<file path="src/rtl/binario_a_bcd_pkg.sv">
// Shared constants and types for the seven-segment display path.
package binario_a_bcd_pkg;

  // Converter FSM states
  typedef enum logic [1:0] {
    REPOSO   = 2'd0,
    DESPLAZA = 2'd1,
    FIN      = 2'd2
  } estado_t;

  localparam int BCD_W     = 4;
  localparam int N_DIGITOS = 4;
  localparam int MAX_DEC   = 9999;

  // Digit value shown on every position when the input does not fit
  localparam logic [BCD_W-1:0] DIGITO_SAT = 4'd9;

endpackage

</file>
<file path="src/rtl/corrector_suma3.sv">
// Double-dabble nibble correction: adds 3 to a BCD nibble that is 5 or more.
module corrector_suma3
  import binario_a_bcd_pkg::*;
(
  input  logic [BCD_W-1:0] nibble,
  output logic [BCD_W-1:0] corregido
);

  // Inputs never exceed 9, so the sum stays within 4 bits
  always_comb begin
    corregido = (nibble >= 4'd5) ? nibble + 4'd3 : nibble;
  end

endmodule

</file>
<file path="src/rtl/binario_a_bcd.sv">
// Sequential binary-to-BCD converter (shift-and-add-3, one bit per clock).
//
// state    | meaning
// ---------+-----------------------------------------------------------
// REPOSO   | idle, waiting for i_Inicio
// DESPLAZA | one correction + shift per cycle, BIN_W cycles in total
// FIN      | one cycle, o_Listo high, may accept a new start
module binario_a_bcd
  import binario_a_bcd_pkg::*;
#(
  parameter int BIN_W = 14
) (
  input  logic             i_Clk,
  input  logic             i_Rst,
  input  logic             i_Inicio,
  input  logic [BIN_W-1:0] i_Binario,
  output logic [3:0]       o_Datos1,
  output logic [3:0]       o_Datos2,
  output logic [3:0]       o_Datos3,
  output logic [3:0]       o_Datos4,
  output logic             o_Ocupado,
  output logic             o_Listo,
  output logic             o_Desborde
);

  localparam int CNT_W = $clog2(BIN_W);
  localparam int ACC_W = BCD_W * N_DIGITOS;

  estado_t          estado, estado_sig;
  logic [BIN_W-1:0] bin_q;
  logic [ACC_W-1:0] acc_q;
  logic [ACC_W-1:0] acc_corr;
  logic [ACC_W-1:0] acc_sig;
  logic [CNT_W-1:0] cnt_q;
  logic             desb_q;
  logic             desb_in;
  logic             acepta;
  logic             ultimo;

  for (genvar g = 0; g < N_DIGITOS; g++) begin : g_corr
    corrector_suma3 u_corr (
      .nibble   (acc_q[g*BCD_W +: BCD_W]),
      .corregido(acc_corr[g*BCD_W +: BCD_W])
    );
  end

  // Accumulator after this cycle's correction and shift; top BCD bit beyond 16 is dropped
  assign acc_sig = {acc_corr[ACC_W-2:0], bin_q[BIN_W-1]};

  // Narrower inputs can never exceed 9999, so the compare folds away
  assign desb_in = (BIN_W >= 14) ? (32'(i_Binario) > 32'(MAX_DEC)) : 1'b0;

  // State register
  always_ff @(posedge i_Clk or negedge i_Rst) begin
    if (!i_Rst) estado <= REPOSO;
    else        estado <= estado_sig;
  end

  // Next-state logic and control strobes
  always_comb begin
    estado_sig = estado;
    acepta     = 1'b0;
    ultimo     = 1'b0;
    case (estado)
      REPOSO: begin
        if (i_Inicio) begin
          acepta     = 1'b1;
          estado_sig = DESPLAZA;
        end
      end
      DESPLAZA: begin
        if (cnt_q == '0) begin
          ultimo     = 1'b1;
          estado_sig = FIN;
        end
      end
      FIN: begin
        if (i_Inicio) begin
          acepta     = 1'b1;
          estado_sig = DESPLAZA;
        end else begin
          estado_sig = REPOSO;
        end
      end
      default: estado_sig = REPOSO;
    endcase
  end

  // Datapath; results load on the last shift edge so they are visible during FIN
  always_ff @(posedge i_Clk or negedge i_Rst) begin
    if (!i_Rst) begin
      bin_q      <= '0;
      acc_q      <= '0;
      cnt_q      <= '0;
      desb_q     <= 1'b0;
      o_Datos1   <= '0;
      o_Datos2   <= '0;
      o_Datos3   <= '0;
      o_Datos4   <= '0;
      o_Ocupado  <= 1'b0;
      o_Listo    <= 1'b0;
      o_Desborde <= 1'b0;
    end else begin
      o_Listo <= ultimo;
      if (acepta) begin
        bin_q     <= i_Binario;
        acc_q     <= '0;
        cnt_q     <= CNT_W'(BIN_W - 1);
        desb_q    <= desb_in;
        o_Ocupado <= 1'b1;
      end else if (estado == DESPLAZA) begin
        bin_q <= {bin_q[BIN_W-2:0], 1'b0};
        acc_q <= acc_sig;
        if (ultimo) begin
          o_Ocupado  <= 1'b0;
          o_Desborde <= desb_q;
          o_Datos1   <= desb_q ? DIGITO_SAT : acc_sig[0*BCD_W +: BCD_W];
          o_Datos2   <= desb_q ? DIGITO_SAT : acc_sig[1*BCD_W +: BCD_W];
          o_Datos3   <= desb_q ? DIGITO_SAT : acc_sig[2*BCD_W +: BCD_W];
          o_Datos4   <= desb_q ? DIGITO_SAT : acc_sig[3*BCD_W +: BCD_W];
        end else begin
          cnt_q <= cnt_q - 1'b1;
        end
      end
    end
  end

endmodule
</file>
<file path="config.mk">
export PLATFORM = sky130hd
export DESIGN_NAME = binario_a_bcd
export DESIGN_NICKNAME = d
export VERILOG_FILES = /design/src/rtl/binario_a_bcd_pkg.sv /design/src/rtl/corrector_suma3.sv /design/src/rtl/binario_a_bcd.sv
export SDC_FILE = /design/constraint.sdc
export NUM_CORES = 1
export LEC_CHECK = 0
export ABC_AREA = 1
export ABC_CLOCK_PERIOD_IN_PS = 3750
export CELL_PAD_IN_SITES_DETAIL_PLACEMENT = 1
export CELL_PAD_IN_SITES_GLOBAL_PLACEMENT = 2
export CORE_ASPECT_RATIO = 2
export CORE_MARGIN = 2
export CORE_UTILIZATION = 35
export DETAILED_ROUTE_END_ITERATION = 10
export PLACE_DENSITY = 0.95
export RECOVER_POWER = 25
export SYNTH_ARGS = -nofsm -noshare
export SYNTH_HDL_FRONTEND = slang
export SYNTH_SLANG_ARGS = --single-unit
export TNS_END_PERCENT = 10
</file>
<file path="constraint.sdc">
create_clock -name i_Clk -period 3.75 [get_ports i_Clk]
set_input_delay 0.375 -clock i_Clk [delete_from_list [all_inputs] [get_ports i_Clk]]
set_output_delay 0.375 -clock i_Clk [all_outputs]
set_load 0.01 [all_outputs]
</file>
Word-level counts from Yosys, hierarchy flattened
Cells that the tools add are included.
{"block": "word_totals", "regBits": 56, "in_bits": 17, "elab_cells": 63}
{"block": "op_classes", "n_addsub": 5, "order_cmp": 5, "n_eq_ne": 5, "n_mux": 26, "n_bitwise": 1, "reduce_logical": 9}
{"op": "$mux W4", "count": 10}
{"op": "$mux W16", "count": 2}
{"op": "$mux W14", "count": 2}
{"op": "$ge A4 B3 Y1 const B", "count": 4}
{"op": "$gt A14 B14 Y1 const B", "count": 1}
{"op": "$add A4 B2 Y4 const B", "count": 3}
{"op": "$mux W1", "count": 8}
{"op": "$ne A2 B2 Y1 const B", "count": 3}
{"op": "$pmux W2 S3", "count": 1}
{"op": "$reduce_and A2 Y1", "count": 3}
{"op": "$logic_not A4 Y1", "count": 1}
{"op": "$mux W2", "count": 2}
{"op": "$reduce_bool A2 Y1", "count": 2}
{"op": "$sub A4 B1 Y4 const B", "count": 1}
{"op": "$add A3 B2 Y3 const B", "count": 1}
{"op": "$mux W3", "count": 1}
{"op": "$reduce_and A3 Y1", "count": 1}
{"op": "$eq A2 B1 Y1 const B", "count": 1}
{"op": "$eq A2 B2 Y1 const B", "count": 1}
{"op": "$logic_not A2 Y1", "count": 1}
{"op": "$reduce_or A2 Y1", "count": 1}
{"op": "$not A1 Y1", "count": 1}

Longest topological paths before layout
{"block": "depth", "ltp_word": 6, "ltp_mapped": 10}

By module
From an unflattened synthesis, not the netlist that was laid out.
{"block": "unflattened", "cells_unflattened": 393, "area_unflattened_um2": 3034.2}
{"module": "binario_a_bcd", "n_inst": 1, "cells_per_inst": 301, "area_per_inst_um2": 2493.6, "seq_area_each_um2": 1401.3}
{"module": "corrector_suma3", "n_inst": 4, "cells_per_inst": 23, "area_per_inst_um2": 135.1, "seq_area_each_um2": 0.0}

Least setup slack after synthesis
Ideal clock, no wire load.
{"block": "synth_timing", "kind": "register -> register", "from": "reg acc_q[0]", "to": "reg o_Datos2[0]", "arrival_time_ns": 1.213, "t_required_ns": 3.633, "slack_ns": 2.420, "stages_incl_launch_ff": 8, "period_less_slack_ns": 1.330, "path_cell_list": "dfrtp_1 inv_1 ha_1 inv_1 o21ai_0 o21ai_0 nor2_1 nor2_1"}
{"block": "synth_via", "elab_chain_len": 3, "word_cells_on_any_way": 4, "cone_classes": "add/sub: 1; order compare: 1; mux: 2"}
{"item": "from (decl)", "line": "binario_a_bcd.sv:31", "source": "logic [ACC_W-1:0] acc_q;"}
{"item": "from (signal assigned)", "line": "binario_a_bcd.sv:113", "source": "acc_q <= acc_sig;"}
{"item": "$add A4 B2 Y4 / $ge A4 B3 Y1 (equally long branches)", "line": "corrector_suma3.sv:11", "source": "corregido = (nibble >= 4'd5) ? nibble + 4'd3 : nibble;"}
{"item": "$mux W4 *", "line": "corrector_suma3.sv:11"}
{"item": "$mux W4 *", "line": "binario_a_bcd.sv:118", "source": "o_Datos2 <= desb_q ? DIGITO_SAT : acc_sig[1*BCD_W +: BCD_W];"}
{"item": "to (signal assigned)", "line": "binario_a_bcd.sv:118"}
{"item": "to (decl)", "line": "binario_a_bcd.sv:18", "source": "output logic [3:0] o_Datos2,"}
Every way passes the cells marked *; elsewhere a longest branch is shown, timed or not.
A chain may end at the register's enable or synchronous reset.

Worst setup path in the final report
{"block": "layout_timing", "from": "reg estado[1]", "to": "reg bin_q[11]"}
{"block": "layout_via", "elab_chain_len": 4, "word_cells_on_any_way": 7, "cone_classes": "eq/ne: 2; mux: 2; reduce/logical: 3"}
{"item": "from (decl)", "line": "binario_a_bcd.sv:29", "source": "estado_t estado, estado_sig;"}
{"item": "from (signal assigned)", "line": "binario_a_bcd.sv:56", "source": "else estado <= estado_sig;"}
{"item": "$eq A2 B2 Y1 / $logic_not A2 Y1 (equally long branches)", "line": "binario_a_bcd.sv:64", "source": "case (estado)"}
{"item": "$reduce_or A2 Y1 (no source line)"}
{"item": "$mux W1"}
{"item": "$mux W14 / $reduce_bool A2 Y1 (equally long branches)"}
{"item": "to (signal assigned)", "line": "binario_a_bcd.sv:106", "source": "bin_q <= i_Binario;"}
{"item": "to (signal assigned)", "line": "binario_a_bcd.sv:112", "source": "bin_q <= {bin_q[BIN_W-2:0], 1'b0};"}
{"item": "to (decl)", "line": "binario_a_bcd.sv:30", "source": "logic [BIN_W-1:0] bin_q;"}
Several ways; a longest one is shown, not always the timed one.

==> reports/metrics.cfg <==
[logic_synthesis]
synthDominantCellAreaShare=0.528
synth_top_flop_cell=dfrtp_1
syn-instance-count=314
yosys.cell_types.count=22
area_of_the_mapped_netlist_um2=2660
synth.area.top_cells=dfrtp_1, nand2_1, inv_1
post_synth_most_frequent_cells=nand2_1, dfrtp_1, inv_1, nor2_1, nand3_1
synth_top_area_cell=dfrtp_1
ys_seq_elements=56
sequential_element_share_of_the_synthesized_area=0.528
synthesis.area_per_instance_um2=8.46
number_of_enable_type_register_cells_in_the_synthesized_netlist=0
postSynth.asyncResetShare=1.00
most_frequently_used_cell_type_in_the_post_synthesis_netlist=nand2_1
synthesis.yosys.warnings=0
synth_nets=341

[detailed_routing]
drtPass1Iterations=4
route.antenna.remaining_nets=0
detail_route.drc_violations=0
via_count=2212
route.detailed.vias_per_inst=4.98
finalWirelength_um=6750
detail_route.wl_per_cell_um=15.2
detailedRoute.firstIterationViolations=79

[clocking]
postCtsResizedCells=0
cts_setup_buffers=0
cts-root-buf=clkbuf_16
numCtsBuffers=5
worst_setup_hold_path_clk_slew_ns=0.07
cts_tree=built
cts-hold-fix-buffers=0
htreeDepth=2
max-clock-path-buffers=2
clkSinkCount=56
clk-insertion-delay-late_ns=0.29

[critical_path]
critPathCaptureType=register
critical_path.cell_chain=inv_1 > nand2_2 > nand2_1 > inv_2 > nand2_1 > o221ai_1
critPathMaxFanout=21
timing.critical_path.required_ns=3.90
slowest_delay_ns=0.69
critPathLaunchType=register
critPathKind=reg -> reg
crit_arrival_ns=2.19
cp.buffers_inverters=2
worst_path_max_delay_cell=nand2_1
critical_path.top_delay_family=simple AND/OR/NAND/NOR gates
crit_top_cell=nand2_1

[global_routing]
grt_pass1_wl_um=11900
grt_start_max_net_pins=42
antenna_found_initial=0
grtUsageTotal=0.182
number_of_global_route_vias_before_repair=2462
grt_remaining_overflow=0

[place]
io_buffers=35
globalplace.congestion=0.820
dpl.cell_count=436
detailedPlacementHpwl_um=4810
postPlaceCellArea_um2=3070

[final_layout]
drive_gt1_frac=0.0429
insertedDiodeCount=0
area.growth.synth_to_final_pct=21.1
instances_no_fill=444
finalNetCount=376
n_fill_cell=894
fin_area_um2=3210
fraction_of_the_core_area_covered_by_cells_at_the_end_of_the_flow=0.429

[floorplanning]
fp.coreArea_um2=7490
floorplan.die.height_um=127
rows=45
start_util=0.355
boundaryPins=36
die-area_um2=8340
die_x_um=65.6

[run_status]
violations=capacitance limit, slew limit
status=complete, but fails checks

[sta]
slew_violations=42
fmaxAchievable_mhz=491
final_period_util=0.544
fin_worst_hold_slack_ns=0.480
maxSlewHeadroom=-0.491
max_slew.worst_pin.slew_ns=2.24
finClkSkew_ns=0.00442
setup_repair_after_global_routing_missed_its_margin=false
report.final.setup_viol=0
finalSetupTns_ns=0
min_period_ns=2.04
hold_viol=0

[power_and_ir_drop]
power_density_nw_per_um2=893
ir_drop_v=0.000372
cell_leakage_power_nw=1.59

[run]
maxCapViolCount=1

[min_path]
worstHoldPathType=reg -> reg

layer usage:
layer  share of wire  vias to the layer above  global-route usage
met2            0.54                       36               0.319
met3           0.026                        5              0.0290
met5               0                        -                   0
met1            0.42                     1100               0.229
met4           0.012                        0              0.0490
li1                -                     1071                   -
metrics by stage:
step                      setup WS, ns  power [mW]
after floorplan                   2.42        1.93
after global placement            1.56        2.34
after detailed placement          1.47        2.43
after CTS                         1.69        2.91
after global routing              1.32        3.15
final                             1.71        2.87
power by group:
group,internal (mW),switching (mW),leakage [nW]
clock,0.250,0.211,0.0681
combinational,0.528,0.812,0.838
sequential,0.894,0.176,0.683
final cells by class:
class                           instances  area (µm²)  area share
Tap cell                               94         118      0.0366
Clock inverter                          1        8.76     0.00272
Inverter                               45         169      0.0525
Clock buffer                            7         133      0.0413
Sequential cell                        56        1400       0.436
Timing Repair Buffer                   36         352       0.109
Multi-Input combinational cell        205        1030       0.322
cells in the final DEF (no fill, tap or decap), drive strengths merged, types with 6 or more instances in the layout:
cell	count
clkbuf	8
dfrtp	56
o22ai	6
ha	10
inv	45
o221ai	11
o21ai	21
nand2	100
nor2	26
nand3	20
clkdlybuf4s50	34
worst min-delay path: cells and delay by family, from the launching register on:
kind	cells	cell delay, ns
flip-flops	1	0.34
AND/OR/NAND/NOR	2	0.10
final timing paths:
path / start / to / slack [ns] / depth (start not counted)
max: estado[1]$_DFFE_PN0P_ / bin_q[11]$_DFFE_PN0P_ / 1.71 / 6
min: o_Ocupado$_DFFE_PN0P_ / o_Ocupado$_DFFE_PN0P_ / 0.48 / 2
max reg2reg: estado[1]$_DFFE_PN0P_ / bin_q[11]$_DFFE_PN0P_ / 1.71 / 6
min reg2reg: o_Ocupado$_DFFE_PN0P_ / o_Ocupado$_DFFE_PN0P_ / 0.48 / 2
max in group asynchronous: i_Rst / acc_q[6]$_DFFE_PN0P_ / 1.73 / 1
min in group asynchronous: i_Rst / bin_q[6]$_DFFE_PN0P_ / 0.74 / 1
state kept, by name, indices dropped and copies added (netlist names):
name and flops:
o_Desborde 1, estado 2, desb_q 1, o_Ocupado 1
o_Datos3 4, o_Datos4 4, acc_q 16, o_Datos2 4
o_Listo 1, bin_q 14, o_Datos1 4, cnt_q 4
logic make-up (layout without fill, tap and decap cells):
family / after synthesis / in the layout / synth area share
xor gates and xnor gates: 1 / 1 / 0.00330
and+or+nand+nor: 148 / 148 / 0.230
buffers and inverters: 53 / 89 / 0.0829
AOI/OAI and AO/OA: 45 / 45 / 0.105
adders and majority gates: 10 / 10 / 0.0471
muxes: 1 / 1 / 0.00377
DFF: 56 / 56 / 0.528
No activity file was read; power rests on OpenSTA's default activity.
==> RTL change: new RTL, config.mk and constraints unchanged <==
Change the parameter `BIN_W` from 14 to 18.
--- a/src/rtl/binario_a_bcd.sv
+++ b/src/rtl/binario_a_bcd.sv
@@ -8,7 +8,7 @@
 module binario_a_bcd
   import binario_a_bcd_pkg::*;
 #(
-  parameter int BIN_W = 14
+  parameter int BIN_W = 18
 ) (
   input  logic             i_Clk,
   input  logic             i_Rst,
Interface: changed (resized i_Binario); port bits go from 36 to 40. The function was not compared with the original's and may differ.
==> RTL change against the original RTL <==
- the flow still finishes with violations (capacitance limit, slew limit)
- setup slack improved by 0.29 ns
- global-route usage fell by 0.56 points
- final area rose by 15%
- synthesized cell count rose by 13%
- sequential power barely moved
- sequential cell count rose by 5
- area after synthesis rose by 12%
- routed wire length rose by 9.4%
- non-clock buffer count rose by 4
- cell count rose by 13%
- power rose by 8.3%
- via count rose by 14%
- critical path type unchanged
==> RTL change: results (changes against the original RTL) <==
status: finished, violations left
violated checks: capacitance limit, slew limit
post-synthesis sequential area ratio: 51.5% (-1.2 points)
Clk Latency, worst-skew pair: 0.33 ns (+0.04 ns)
Synthesized Nets: 386 (+13%)
Worst Hold Class: in2async
sequential power share: 34.4% (-2.9 points)
Worst Setup EP: bin_q[15]$_DFFE_PN0P_
CTS H-tree lvls: 3 (+1)
Reg2Reg Setup Slack: 2.00 ns (+0.29 ns)
internal power: 1.87 mW (+12%)
leakage: 1.85 nW (+16%)
M1 WL: 2730 um (-4.8%)
Register-to-Register Path Depth: 6 (unchanged)
hold slack: 0.427 ns (-0.0524 ns)
wire length of the first global-routing pass: 12700 um (+6.3%)
Clk pwr share: 24.8% (+8.8 points)
CP delay by family, top: simple AND/OR/NAND/NOR gates
WL final: 7390 um (+9.4%)
Routed WL per cell: 14.8 um (-2.8%)
peak supply drop: 0.000424 V (+14%)
DR vias: 2519 (+14%)
Netlist cell types: 25 (+14%)
top post-synthesis cells by area: dfrtp_1, nand2_1, inv_1
M2 GR Usage: 32.1% (+0.18 points)
metal3 WL: 262 um (+51%)
GRT Util Overall: 17.6% (-0.56 points)
Synth Instances: 356 (+13%)
CP Data Arrival Time: 1.94 ns (-0.25 ns)
CTS resizes: 0 (unchanged)
Synth top cells by count: nand2_1, dfrtp_1, inv_1
Clock Skew: 0.00294 ns (-0.00148 ns)
HPWL Detailed: 5410 um (+13%)
I/O Buffers: 39 (+11%)
GR met3 Demand/Resource: 3.98% (+1.1 points)
CTS max path bufs: 2 (unchanged)
Final nets: 428 (+14%)
routing usage on met1: 18.1% (-4.7 points)
gp weighted congestion: 0.856 (+4.4%)
largest net degree at the start of global routing: 36 (-14%)
clock-pin slew on the worst setup and hold paths: 0.05 ns (-0.02 ns)
ratio of cells with drive above 1 in the final layout: 6.47% (+2.2 points)
CP max stage delay: 0.41 ns (-0.28 ns)
Max FO, Critical Path: 24 (+14%)
metal2 WL: 4100 um (+13%)
max cap viols: 1 (unchanged)
number of DRC markers in iteration 0: 78 (-1.3%)
Max stage delay cell, worst path: dfrtp_1
Power per Cell Area: 843 mW/mm^2 (-5.7%)
dpl cells: 485 (+11%)
Pins Over Slew Limit: 28 (-33%)
RTL change: area by class of cell:
type / count / area (sq um)
inverters: 55 / 209
clock buffers: 14 / 274
multi-input cells: 231 / 1160
flip-flops and latches: 61 / 1530
clock inverters: 1 / 5.00
repair buffers: 40 / 392
well taps: 98 / 123
fillers: 984 / 4540
RTL change: kinds of logic (layout without fill, tap and decap cells):
logic type	after synthesis	in the layout	share of synthesized area, %
AO/OA/AOI/OAI	50	50	10.6
XOR/XNOR	1	1	0.296
adder cells (fa/ha/maj)	9	9	3.80
buffers and inverters	64	110	9.25
flip-flops	61	61	51.5
AND/OR/NAND/NOR	171	171	24.5
RTL change: metrics by stage:
| stage | cell area, sq um | setup WS [ns] |
|---|---|---|
| after CTS | 3690 | 1.97 |
| after global routing | 3690 | 1.79 |
| final | 3690 | 2.00 |
| after floorplan | 2960 | 2.39 |
| after global placement | 3410 | 1.69 |
| after detailed placement | 3410 | 1.65 |
